**config.mk**
```make
export PLATFORM = sky130hd
export DESIGN_NAME = cache_wb_serializer_flat
export DESIGN_NICKNAME = d
export VERILOG_FILES = /design/src/rtl/cache_wb_serializer_pkg.sv /design/src/rtl/cache_wb_serializer_if.sv /design/src/rtl/cache_wb_serializer_word_decoder.sv /design/src/rtl/cache_wb_serializer.sv /design/src/flat_wrapper.sv
export SDC_FILE = /design/constraint.sdc
export NUM_CORES = 1
export LEC_CHECK = 0
export BUFFER_PORTS_ARGS = -buffer_cell sky130_fd_sc_hd__buf_4
export CAP_MARGIN = 20
export CORE_ASPECT_RATIO = 1.1
export CORE_UTILIZATION = 45
export DETAILED_ROUTE_END_ITERATION = 10
export PLACE_DENSITY = 0.71
export SYNTH_ARGS = -nofsm -noshare
export SYNTH_HDL_FRONTEND = slang
export SYNTH_HIERARCHICAL = 1
export SYNTH_SLANG_ARGS = --single-unit
```
**constraint.sdc**
```tcl
create_clock -name clk -period 1.76 [get_ports clk]
set_input_delay 0.176 -clock clk [delete_from_list [all_inputs] [get_ports clk]]
set_output_delay 0.176 -clock clk [all_outputs]
set_load 0.03 [all_outputs]
```
**src/rtl/cache_wb_serializer_pkg.sv**
```systemverilog
`default_nettype none
// ============================================================================
// Module   : cache_wb_serializer_pkg
// Brief    : Shared cache constants and writeback FSM state encoding.
// Revision : 1.0 - initial release
// ============================================================================
package cache_wb_serializer_pkg;

  localparam int WORD_W     = 16;               // data word width
  localparam int NUM_WORDS  = 8;                // words per cache block
  localparam int ADDR_W     = 16;               // byte address width
  localparam int BLK_W      = NUM_WORDS * WORD_W;
  localparam int OFFSET_W   = 3;                // word offset inside a block
  localparam int BYTE_OFF_W = OFFSET_W + 1;     // byte offset inside a block

  // Writeback FSM states
  localparam logic [1:0] ST_IDLE = 2'd0;
  localparam logic [1:0] ST_SEND = 2'd1;
  localparam logic [1:0] ST_DONE = 2'd2;

endpackage
`default_nettype wire

```
**src/rtl/cache_wb_serializer_if.sv**
```systemverilog
`default_nettype none
// ============================================================================
// Module   : cache_wb_serializer_if
// Brief    : Memory write port (valid/ready) between writeback engine and
//            memory controller.
// Revision : 1.0 - initial release
// ============================================================================
interface cache_wb_serializer_if;
  import cache_wb_serializer_pkg::*;

  logic              wr_en;   // write request valid
  logic [ADDR_W-1:0] addr;    // byte address of current word
  logic [WORD_W-1:0] wdata;   // current word
  logic              ready;   // memory accepts current word this cycle

  modport master (output wr_en, addr, wdata, input ready);
  modport slave  (input wr_en, addr, wdata, output ready);

endinterface
`default_nettype wire

```
**src/rtl/cache_wb_serializer_word_decoder.sv**
```systemverilog
`default_nettype none
// ============================================================================
// Module   : word_decoder
// Brief    : 3-to-8 word-offset decoder with enable; produces a one-hot word
//            select, all-zero when disabled.
// Revision : 1.0 - initial release
// ============================================================================
module word_decoder
  import cache_wb_serializer_pkg::*;
(
  input  logic                 en,
  input  logic [OFFSET_W-1:0]  idx,
  output logic [NUM_WORDS-1:0] sel
);

  for (genvar k = 0; k < NUM_WORDS; k++) begin : g_sel
    assign sel[k] = en && (idx == OFFSET_W'(k));
  end

endmodule
`default_nettype wire

```
**src/rtl/cache_wb_serializer.sv**
```systemverilog
`default_nettype none
// ============================================================================
// Module   : cache_wb_serializer
// Brief    : Cache writeback engine. Captures one dirty block and streams its
//            eight words to the memory write port under valid/ready.
// Revision : 1.0 - initial release
// ============================================================================
module cache_wb_serializer
  import cache_wb_serializer_pkg::*;
(
  input  logic                  clk,
  input  logic                  rst_n,
  input  logic                  start,
  input  logic [ADDR_W-1:0]     blk_addr,
  input  logic [BLK_W-1:0]      blk_data,
  output logic                  busy,
  output logic                  done,
  output logic [OFFSET_W-1:0]   word_idx,
  output logic [NUM_WORDS-1:0]  word_sel,
  cache_wb_serializer_if.master mem
);

  logic [1:0]               r_state;
  logic [OFFSET_W-1:0]      r_idx;
  logic [BLK_W-1:0]         r_data;
  logic [ADDR_W-BYTE_OFF_W-1:0] r_base_hi;   // block-aligned part of the address
  logic                     w_send;
  logic                     w_unused_addr_lsb;

  // The byte offset of the requested address is irrelevant: the whole block goes out.
  assign w_unused_addr_lsb = ^blk_addr[BYTE_OFF_W-1:0];

  assign w_send = (r_state == ST_SEND);

  // FSM, word counter and block/address capture; only IDLE listens to start.
  always_ff @(posedge clk or negedge rst_n) begin
    if (!rst_n) begin
      r_state   <= ST_IDLE;
      r_idx     <= '0;
      r_data    <= '0;
      r_base_hi <= '0;
    end else begin
      case (r_state)
        ST_IDLE: begin
          if (start) begin
            r_state   <= ST_SEND;
            r_data    <= blk_data;
            r_base_hi <= blk_addr[ADDR_W-1:BYTE_OFF_W];
            r_idx     <= '0;
          end
        end
        ST_SEND: begin
          if (mem.ready) begin
            // Natural 3-bit wrap returns the counter to 0 after the last word.
            r_idx <= r_idx + 1'b1;
            if (r_idx == OFFSET_W'(NUM_WORDS - 1)) begin
              r_state <= ST_DONE;
            end
          end
        end
        ST_DONE: r_state <= ST_IDLE;
        default: r_state <= ST_IDLE;
      endcase
    end
  end

  // Outputs depend only on registered state, so ready never reaches them combinationally.
  // The word offset is concatenated below the base: no carry into the block address.
  assign mem.wr_en = w_send;
  assign mem.addr  = w_send ? {r_base_hi, r_idx, 1'b0} : '0;
  assign mem.wdata = w_send ? r_data[int'(r_idx) * WORD_W +: WORD_W] : '0;
  assign word_idx  = w_send ? r_idx : '0;
  assign busy      = w_send || (r_state == ST_DONE);
  assign done      = (r_state == ST_DONE);

  word_decoder u_word_decoder (
    .en  (w_send),
    .idx (r_idx),
    .sel (word_sel)
  );

endmodule
`default_nettype wire
```
**src/flat_wrapper.sv**
```systemverilog
// flat-port wrapper written by rule: the top's interface ports become plain ports
module cache_wb_serializer_flat import cache_wb_serializer_pkg::*;
  (clk, rst_n, start, blk_addr, blk_data, busy, done, word_idx, word_sel, mem_wr_en, mem_addr, mem_wdata, mem_ready);
  cache_wb_serializer_if mem_i ();
  input  logic clk;
  input  logic rst_n;
  input  logic start;
  input  logic [ADDR_W-1:0] blk_addr;
  input  logic [BLK_W-1:0] blk_data;
  output logic busy;
  output logic done;
  output logic [OFFSET_W-1:0] word_idx;
  output logic [NUM_WORDS-1:0] word_sel;
  output wire logic [$bits(mem_i.wr_en)-1:0] mem_wr_en;
  output wire logic [$bits(mem_i.addr)-1:0] mem_addr;
  output wire logic [$bits(mem_i.wdata)-1:0] mem_wdata;
  input wire logic [$bits(mem_i.ready)-1:0] mem_ready;
  assign mem_wr_en = mem_i.wr_en;
  assign mem_addr = mem_i.addr;
  assign mem_wdata = mem_i.wdata;
  assign mem_i.ready = mem_ready;
  cache_wb_serializer u_core (.clk(clk), .rst_n(rst_n), .start(start), .blk_addr(blk_addr), .blk_data(blk_data), .busy(busy), .done(done), .word_idx(word_idx), .word_sel(word_sel), .mem(mem_i));
endmodule
```
==> metrics.txt <==
status finished, violations left; violated checks negative setup slack; vias in the first global route 6,148; Clock Tree Root clkbuf_16; Max clock buf depth 2; post-synthesis adder-cell area fraction between 1 and 1.5%; Max Cap Viol 0; largest family of logic cells by synthesized area multiplexers; power share of the clock group between 10% and 20%; worst hold path type primary input to register; sw power ~7.2 mW; clock slew at reported path FFs about 60 ps; GRT Util Overall roughly a quarter; RSZ-0062 raised after global routing yes; Pint between 10 and 15 mW; fin crit share 125%; Logic pwr share slightly above 50%; Die Y-Extent between 100 and 150 µm; Final Hold Viols 0; Crit path top cell by count buf_6; post-synthesis net count approximately 650; CP arrival around 2000 ps; standard-cell row count 47; Sw Share 35.3%; Yosys reg bits 145; cell chain of the critical path buf_12 -> mux4_2 -> o22ai_2 -> buf_6 -> nor2_4 -> buf_6; Worst path max stage delay roughly 560 ps; Starting Density 45.9%; Layout Nets 1,006; Clk Latency, worst-skew pair between 400 and 500 ps; synth top area cells dfrtp_1 (53%), mux2_2 (26%), mux4_2 (5.2%), mux2i_1 (2.3%), nand2_1 (2.0%); dpl cell area about 8700 µm²; largest area contributor in the netlist dfrtp_1; CP required around 1600 ps; drt drc 0; worst ir drop on vdd 0.836 mV; critical path buffer and inverter count 3; Tot Pwr 20.4 mW; Synth Area in Simple Gates 6.24%; DR vias approximately 5.5k; core area 15,000 µm²; Non-Filler Instances 1,060; Synth Area in Compound Gates roughly 2.5%; Syn-to-layout area delta 66.3%; critical path type register to output pin; post-layout min period about 2200 ps; worst hold slack ~200 ps; Synth cell types 28; antenna violations before repair 0; first-pass GRT wire length 31,800 µm; startpoint types register; post-synth top area share between 50% and 60%; initial DRC count between 200 and 250; Top Family by Delay on Critical Path multiplexers; TritonRoute pass-1 iters 4; clk_skew between 6 and 7 ps; Post-Syn Area per Cell roughly 14 µm²; synthesized instance count roughly 490; mapped cell area roughly 7000 µm²; DRT antenna net count 0; IO Pins about 190; Highest Clock Rate about 0.46 GHz; placed wire-length estimate 12,300 µm; synthesis warning total 6; CTS sink count ~150; Seq/Total Area, Yosys 52.8%; worst-path fanout max 10; Num CTS Buffers 17; Final Cell Area about 11,000 µm²; Crit-path slowest cell mux4_2; ant diodes 0; TritonCTS clock tree built; Die W roughly 120 µm; H-tree levels 4; port bufs 188; die area around 16,000 µm²; PwrDens around 1800 nW/µm²; gr ovfl total 0; Seq pwr share 29.5%; fraction of layout cells with a size suffix above 1 between 50% and 60%; Total Routed Length roughly 21,000 µm; XOR/XNOR share of the synthesized area 0%; Routability Congestion 0.798; Critical Path End Type output pin; Post-Place Cells between 800 and 900; Leak ~5 nW; Pins Over Slew Limit 0; pin count of the biggest net entering global routing between 60 and 70; routed vias/inst between 5 and 6; mux cell area share after synthesis 33.1%; Routed WL per cell roughly 20 µm; Setup-failing EPs final 31; setup slack after layout -432 ps
==> repair_timing <==
| action | CTS | global route |
|---|---|---|
| hold buffers | 141 | 0 |
| setup endpoints to repair | 42 | 159 |
| pin swaps | 2 | 2 |
| hold endpoints to repair | 178 | 0 |
| setup buffers | 8 | 7 |
| gates resized for setup | 81 | 18 |
| cloned | 3 | 5 |
==> worst paths after layout <==
check                      cells past startpoint  slack (ps)                   to             start
setup / recovery                               6        -430         mem_wdata[6]   u_core/r_idx[0]
hold / removal                                 4         200      u_core/r_idx[2]         mem_ready
setup reg to reg                               9        -120      u_core/r_idx[2]   u_core/r_idx[0]
hold reg to reg                                1         500     u_core/r_data[7]  u_core/r_data[7]
max in group asynchronous                      3         900  u_core/r_base_hi[9]             rst_n
min in group asynchronous                      2         240   u_core/r_data[107]             rst_n
==> Yosys cell counts <==
master / instances
and4b_2: 3
nand2b_1: 1
and2b_1: 1
a21oi_1: 1
buf_4: 5
conb_1: 1
ha_1: 7
buf_6: 12
o21ai_0: 7
nor2b_1: 1
mux4_2: 16
a22o_1: 2
nand3_1: 4
and4_2: 1
dfrtp_1: 145
nor2_1: 16
nand2_1: 37
mux2i_1: 16
buf_2: 13
mux2_2: 156
o21a_1: 1
nor4b_2: 1
a22oi_1: 1
and4bb_2: 3
o22ai_1: 16
clkbuf_1: 6
and2_1: 15
inv_1: 5
==> flip-flops by register name, indices dropped and copies added (netlist names) <==
register	cells
u_core/r_base_hi	12
u_core/r_data	128
u_core/r_idx	3
u_core/r_state	2
==> power by group through the flow <==
stage / combinational, mW / clock [mW] / sequential, mW
after floorplan: 6.02 / 0 / 5.65
after global placement: 8.15 / 0 / 5.86
after detailed placement: 8.37 / 0 / 5.99
after CTS: 10.0 / 3.87 / 5.94
after global routing: 11.1 / 4.06 / 6.20
final: 10.6 / 3.83 / 6.02
==> area by class of cell <==
type,count,area (µm²)
clock buffers,19,443
clock inverters,13,185
fillers,885,3560
inverters,5,18.8
multi-input cells,307,3280
flip-flops and latches,145,3630
well taps,196,245
repair buffers,375,3630
==> cell usage in the layout (no fill, tap or decap), types with 11 or more instances in the layout <==
| cell | synthesis | layout |
|---|---|---|
| buf_12 | 0 | 11 |
| buf_4 | 5 | 167 |
| buf_6 | 12 | 47 |
| clkbuf_16 | 0 | 21 |
| dfrtp_1 | 145 | 142 |
| dlygate4sd3_1 | 0 | 141 |
| mux2_2 | 156 | 156 |
| mux2i_1 | 16 | 16 |
| mux4_2 | 16 | 16 |
| nand2_1 | 37 | 36 |
==> routing by layer <==
metal	GRT usage, %	up-vias	routed length [µm]
met2	46.9	190	11400
li1	-	2483	-
met5	0	-	0
met3	4.34	43	809
met4	12.3	0	562
met1	31.5	2771	8170
==> worst register-to-register path, delay by kind of cell (launching register included) <==
kind | cells | cell delay [ps]
adders and majority gates | 2 | 490
buffers and inverters | 3 | 470
DFF | 1 | 420
AOI/OAI and AO/OA | 3 | 300
and+or+nand+nor | 1 | 80
==> kinds of logic (layout without fill, tap and decap cells) <==
logic type	Yosys count	count (layout)
mux	188	188
flops	145	145
simple gates	83	83
buf+inv	41	412
compound gates	28	28
fa+ha+maj	7	7
other cells	1	1
==> metrics by stage <==
step           worst slack [ps]  utilization, %  setup TNS (ps)
2_1_floorplan             -20.4               -           -37.9
3_3_place_gp              -10.4            58.2           -15.5
3_5_place_dp              -23.5            58.2           -82.4
4_1_cts                    -416            75.1           -8810
5_1_grt                    -487            76.3           -9140
6_report                   -432            76.3           -7290
Power figures use the tool's default switching activity.
